File: src/rtl/hazard_pkg.sv
// Shared types and constants for the load-use hazard controller.
package hazard_pkg;

   localparam int unsigned REG_AW_DEF = 5;

   typedef logic [REG_AW_DEF-1:0] reg_addr_t;

   // Register 0 is hardwired to zero and never creates a dependency.
   localparam reg_addr_t ZERO_REG = '0;

   typedef enum logic [0:0] {
      RUN   = 1'b0,
      STALL = 1'b1
   } haz_state_t;

   // One in-flight load slot: field is 'addr' because 'reg' is a keyword.
   typedef struct packed {
      logic      valid;
      reg_addr_t addr;
   } sb_entry_t;

endpackage

File: src/rtl/load_scoreboard.sv
// Load scoreboard: slot 0 is the live EX stage, slots 1..LOAD_LAT-1 are a
// shift register of loads that have left EX but whose data is not yet
// forwardable. Produces a per-source-operand match vector.
module load_scoreboard
   import hazard_pkg::*;
#(
   parameter int unsigned REG_AW   = 5,
   parameter int unsigned NUM_SRC  = 2,
   parameter int unsigned LOAD_LAT = 1
) (
   input  logic                      clk_i,
   input  logic                      rst_i,
   input  logic [NUM_SRC*REG_AW-1:0] src_i,
   input  logic [NUM_SRC-1:0]        src_used_i,
   input  logic [REG_AW-1:0]         dst_ex_i,
   input  logic                      mem_read_ex_i,
   input  logic                      valid_ex_i,
   output logic [NUM_SRC-1:0]        match_o
);

   logic                 slot0_valid;
   logic [NUM_SRC-1:0]   sb_hit;

   // A load in EX writing r0 is treated as no load at all.
   assign slot0_valid = mem_read_ex_i & valid_ex_i & (dst_ex_i != REG_AW'(ZERO_REG));

   if (LOAD_LAT > 1) begin : g_sb
      localparam int unsigned NumSlots = LOAD_LAT - 1;

      logic              valid_q [1:NumSlots];
      logic [REG_AW-1:0] addr_q  [1:NumSlots];

      // Shift slots every cycle, including while the front end is stalled.
      always_ff @(posedge clk_i or posedge rst_i) begin
         if (rst_i) begin
            for (int k = 1; k <= NumSlots; k++) begin
               valid_q[k] <= 1'b0;
               addr_q[k]  <= '0;
            end
         end else begin
            valid_q[1] <= slot0_valid;
            addr_q[1]  <= dst_ex_i;
            for (int k = 1; k < NumSlots; k++) begin
               valid_q[k+1] <= valid_q[k];
               addr_q[k+1]  <= addr_q[k];
            end
         end
      end

      // Compare every registered slot against every source operand.
      always_comb begin
         sb_hit = '0;
         for (int i = 0; i < NUM_SRC; i++) begin
            for (int k = 1; k <= NumSlots; k++) begin
               if (valid_q[k] && (addr_q[k] == src_i[i*REG_AW +: REG_AW])) begin
                  sb_hit[i] = 1'b1;
               end
            end
         end
      end
   end else begin : g_no_sb
      logic unused_clk_rst;
      assign unused_clk_rst = clk_i ^ rst_i;
      assign sb_hit = '0;
   end

   // Per-operand match: operand must be read and non-zero.
   always_comb begin : p_match
      logic [REG_AW-1:0] src;
      match_o = '0;
      for (int i = 0; i < NUM_SRC; i++) begin
         src = src_i[i*REG_AW +: REG_AW];
         match_o[i] = src_used_i[i] & (src != REG_AW'(ZERO_REG)) &
                      ((slot0_valid & (dst_ex_i == src)) | sb_hit[i]);
      end
   end

endmodule

File: src/rtl/load_hazard_ctrl.sv
// Load-use hazard/stall controller. Holds PC and IF/ID and bubbles ID/EX in
// the same cycle a decode operand depends on an unfinished load. Tracks the
// stall episode, its length and a sticky overlong-stall error.
// Optional: define HAZ_STALL_STATS_EN to build the Stall_Total and
// Stall_Episodes counters; otherwise those ports are tied to zero.
module load_hazard_ctrl
   import hazard_pkg::*;
#(
   parameter int unsigned REG_AW   = 5,
   parameter int unsigned NUM_SRC  = 2,
   parameter int unsigned LOAD_LAT = 1,
   parameter int unsigned CNT_W    = 4
) (
   input  logic                      clk,
   input  logic                      rst,
   input  logic [NUM_SRC*REG_AW-1:0] Src_D,
   input  logic [NUM_SRC-1:0]        Src_Used_D,
   input  logic                      Valid_D,
   input  logic [REG_AW-1:0]         Dst_Ex,
   input  logic                      MemRead_Ex,
   input  logic                      Valid_Ex,
   input  logic                      Flush,
   output logic                      PC_hold,
   output logic                      Instruction_hold,
   output logic                      Stall_Control,
   output logic [CNT_W-1:0]          Stall_Len,
   output logic                      Haz_Err,
   output logic [31:0]               Stall_Total,
   output logic [31:0]               Stall_Episodes
);

   localparam logic [CNT_W-1:0] LenMax = '1;

   logic [NUM_SRC-1:0] match;
   logic               hazard;
   haz_state_t         state_q, state_d;
   logic [CNT_W-1:0]   len_q, len_d;
   logic               err_q, err_d;

   load_scoreboard #(
      .REG_AW   (REG_AW),
      .NUM_SRC  (NUM_SRC),
      .LOAD_LAT (LOAD_LAT)
   ) u_sb (
      .clk_i         (clk),
      .rst_i         (rst),
      .src_i         (Src_D),
      .src_used_i    (Src_Used_D),
      .dst_ex_i      (Dst_Ex),
      .mem_read_ex_i (MemRead_Ex),
      .valid_ex_i    (Valid_Ex),
      .match_o       (match)
   );

   // Zero-latency hazard; a squashed or reset decode slot never stalls.
   assign hazard           = Valid_D & ~Flush & ~rst & (|match);
   assign PC_hold          = hazard;
   assign Instruction_hold = hazard;
   assign Stall_Control    = hazard;
   assign Stall_Len        = len_q;
   assign Haz_Err          = err_q;

   // Episode FSM next state, saturating length counter and sticky error.
   always_comb begin
      state_d = state_q;
      len_d   = '0;
      err_d   = err_q;
      unique case (state_q)
         RUN: begin
            if (hazard) begin
               state_d = STALL;
               len_d   = CNT_W'(1);
            end
         end
         STALL: begin
            if (hazard) begin
               len_d = (len_q == LenMax) ? len_q : len_q + 1'b1;
            end else begin
               state_d = RUN;
            end
         end
         default: state_d = RUN;
      endcase
      // Another stalled cycle would push the episode beyond LOAD_LAT.
      if (hazard && (32'(len_q) >= LOAD_LAT)) begin
         err_d = 1'b1;
      end
   end

   // Episode state, length and error registers.
   always_ff @(posedge clk or posedge rst) begin
      if (rst) begin
         state_q <= RUN;
         len_q   <= '0;
         err_q   <= 1'b0;
      end else begin
         state_q <= state_d;
         len_q   <= len_d;
         err_q   <= err_d;
      end
   end

`ifdef HAZ_STALL_STATS_EN
   logic [31:0] total_q, episodes_q;

   // Free-running statistics, wrapping at 2^32.
   always_ff @(posedge clk or posedge rst) begin
      if (rst) begin
         total_q    <= '0;
         episodes_q <= '0;
      end else begin
         if (hazard) begin
            total_q <= total_q + 32'd1;
         end
         if (hazard && (state_q == RUN)) begin
            episodes_q <= episodes_q + 32'd1;
         end
      end
   end

   assign Stall_Total    = total_q;
   assign Stall_Episodes = episodes_q;
`else
   assign Stall_Total    = '0;
   assign Stall_Episodes = '0;
`endif

endmodule

File: config.mk
export PLATFORM = sky130hd
export DESIGN_NAME = load_hazard_ctrl
export DESIGN_NICKNAME = d
export VERILOG_FILES = /design/src/rtl/hazard_pkg.sv /design/src/rtl/load_scoreboard.sv /design/src/rtl/load_hazard_ctrl.sv
export SDC_FILE = /design/constraint.sdc
export NUM_CORES = 1
export LEC_CHECK = 0
export ABC_AREA = 1
export BUFFER_PORTS_ARGS = -buffer_cell sky130_fd_sc_hd__buf_2
export CORE_MARGIN = 2
export CORE_UTILIZATION = 38
export DETAILED_ROUTE_END_ITERATION = 16
export HOLD_SLACK_MARGIN = 0.02
export MAX_ROUTING_LAYER = met4
export PLACE_DENSITY = 0.85
export SLEW_MARGIN = 20
export SYNTH_ARGS = -nofsm -noshare
export SYNTH_HDL_FRONTEND = slang
export SYNTH_SLANG_ARGS = --single-unit
File: constraint.sdc
create_clock -name clk -period 1.6 [get_ports clk]
set_clock_uncertainty 0.05 [all_clocks]
set_input_delay 0.4 -clock clk [delete_from_list [all_inputs] [get_ports clk]]
set_output_delay 0.4 -clock clk [all_outputs]
set_load 0.01 [all_outputs]
==> impl_metrics.toml <==
[status]
status = "complete, but fails checks"
violations = "negative setup slack"

[detailed_routing]
dr.pass1.iters = 4
routedWlPerCell_um = 8.74
drtAntennaViolNets = 0
vias_per_cell = 3.87
post-route-drc-count = 0
wirelength_mm = 2.08
drtIter0Drc = 15
dr_total_vias = 922

[timing]
slew_viol_final = 0
fin_crit_ps = 1660
hold_viol = 0
fin_crit_sh_pct = 104
worst_slack_ps = -64.9
max_freq_mhz = 601
setup_viol = 3
hold_slack_ps = 108
finalSetupTns_ps = -194
rsz0062_at_grt = "true"

[synth]
synth_ff_type = "dfrtp_1"
yosys.area_share.simple_pct = 26.2
yosysSeqAreaShare_pct = 13.6
synthMuxAreaShare_pct = 0.906
netlist_area_sq_um = 1100
synth_fa_ha_area_share_pct = 3.40
async_flop_share_pct = 100
synth_top_family_by_area = "buffers and inverters"
synth_edf_count = 0
synthTopCellsByCount = "buf_4 (66), nand2_1 (39), inv_1 (21), nor2_1 (13), nand3_1 (8)"
yosysWarnings = 0
synth_cell_type_count = 20
synth_seq_cells = 6
synth_xor_area_share_pct = 0
synthTopCellsByArea = "buf_4 (45%), dfrtp_1 (14%), nand2_1 (13%)"
synth_compound_area_share_pct = 2.60
avgSynthCellArea_sq_um = 6.39
synth.most_common_cell = "buf_4"
netlist.area_leader.share_pct = 44.8
synth_area_leader_cell = "buf_4"
syn_inst = 173

[global_routing]
grtUsageTotal_pct = 10.7
antenna_found_initial = 0
grt_max_degree = 7
grt_pass1_wl_mm = 2.73
grt_pass1_vias = 702
grt_overflow = 0

[clocking]
cts_buffers = 3
cts_buffer_depth = 2
cts_root_buffer = "clkbuf_4"
clkLatencyLatePin_ps = 250
cts_tree = "done"
clk_pin_slew_worst_paths_ps = 40
cts_hold_buf = 0
cts_max_level = 1
clock-sinks = 6

[floorplan]
row_count = 19
io_pins = 95
dieArea_sq_um = 3350
core_sq_um = 2760
chipWidth_um = 57.9
die_h_um = 57.9
initial_core_util_pct = 40.1

[placed_design]
port-buffer-count = 30
dpl.hpwl_mm = 1.54
place_congestion = 0.843
placed_area_sq_um = 1060

[power_and_ir_drop]
leakage_uw = 0.000762
p_sw_share_pct = 38.5
intPower_uw = 301
p_seq_share_pct = 31.1
power.share.clock_pct = 28.5
p_switching_uw = 188
p_comb_share_pct = 40.4
vdd_ir_drop_max_v = 0.000337
pwr_density_cell_nw_per_um2 = 400

[critical_path]
worstRegToRegCells = 4
crit_start = "Dst_Ex[2]"
cp_data_arrival_time_ps = 1210
slowest_stage = "a21boi_2"
start_kind = "input port"
path_cells = "buf_6 > inv_4 > a21boi_2 > nand2_1 > nor2_1 > nand2_1 > nand2_2 > nand2_2 > inv_4 > buf_6"
worst-setup-path-type = "input port to primary output"
critical_path.top_delay_family = "simple AND/OR/NAND/NOR gates"
crit_path_max_fanout = 4
timing.rr.start = "Stall_Len[0]"
r2r_slack_ps = 340
crit_required_ps = 1150
crit_buf_inv = 4
cp-end-kind = "primary output"
cp_slowest_stage_delay_ps = 120
reg2reg_to = "Stall_Len[2]"

[finish]
final_util_pct = 44.4
seqCellArea_sq_um = 150
design_area_sq_um = 1220
syn2layout_area_growth_pct = 10.8
drive_gt1_share_pct = 33.8
multi_input_comb_area_sq_um = 641
fin_nets = 235
antenna_cells = 0
nFillCells = 280

[worst_hold_path]
hp-class = "input port to asynchronous set/reset pin"

[flow_run]
maxCapViolations = 0
[worst max path at each step]
stage,to,cells after the start
5_1_grt,PC_hold,10
3_3_place_gp,Instruction_hold,8
4_1_cts,Stall_Control,12
6_report,Stall_Control,10
3_5_place_dp,Stall_Control,8
2_1_floorplan,PC_hold,9
[layout make-up]
| type | instances | share of cell area [%] |
|---|---|---|
| clock buffers | 3 | 1.84 |
| multi-input cells | 140 | 52.4 |
| repair buffers | 34 | 21.9 |
| well taps | 31 | 3.17 |
| inverters | 24 | 8.49 |
| flip-flops and latches | 6 | 12.3 |
[state kept, by name (all words and copies together), names as in the netlist]
signal and cells:
Haz_Err 1, Stall_Len 4, state_q 1
[timing repair]
item / in CTS / in global routing
pin swaps: 6 / 11
setup endpoints to repair: 3 / 3
setup buffers: 1 / 0
gates cloned: 0 / 0
resized for setup: 14 / 32
[logic make-up after synthesis]
logic type / Yosys count
simple gates: 68
buf+inv: 90
flops: 6
other cells: 1
mux: 1
compound gates: 4
fa+ha+maj: 3
[stage by stage]
step           worst slack (ps)  total power, uW  std cells
2_1_floorplan              38.6              383        236
3_3_place_gp               -123              311        234
3_5_place_dp               -127              312        234
4_1_cts                   -61.8              464        238
5_1_grt                    -129              521        238
6_report                  -64.9              490        238
[placed cells by master, fill, tap and decap left out, drive strengths merged]
cell type,Yosys,routed
conb,1,64
nand2,40,40
buf,66,34
inv,24,23
nor2,15,15
nand3,9,9
dfrtp,6,6
ha,3,3
clkbuf,0,3
o21ai,2,2
a21boi,2,2
mux2i,1,1
clkinvlp,0,1
nand4,1,1
nor3,1,1
or2,1,1
nand3b,1,1
[power groups by stage]
stage / clock network, uW / logic, uW / registers (uW)
after floorplan: 0 / 228 / 155
after detailed placement: 0 / 158 / 155
final: 140 / 198 / 152
after global placement: 0 / 157 / 155
after CTS: 145 / 167 / 152
after global routing: 151 / 218 / 152
[worst reg2reg max path, delay by kind of cell (launching register included)]
kind                     cells  cell delay, ps
flip-flops                   1             420
AND/OR/NAND/NOR              2             340
adder cells (fa/ha/maj)      1             260
AO/OA/AOI/OAI                1              80
[routing by layer]
| metal | wire, um | vias to the layer above | GRT usage, % |
|---|---|---|---|
| li1 | - | 454 | - |
| met4 | 15 | 0 | 3.99 |
| met1 | 763 | 402 | 12.6 |
| met5 | 0 | - | - |
| met3 | 223 | 2 | 2.23 |
| met2 | 1080 | 64 | 17.9 |
(Power assumes the default switching activity.)
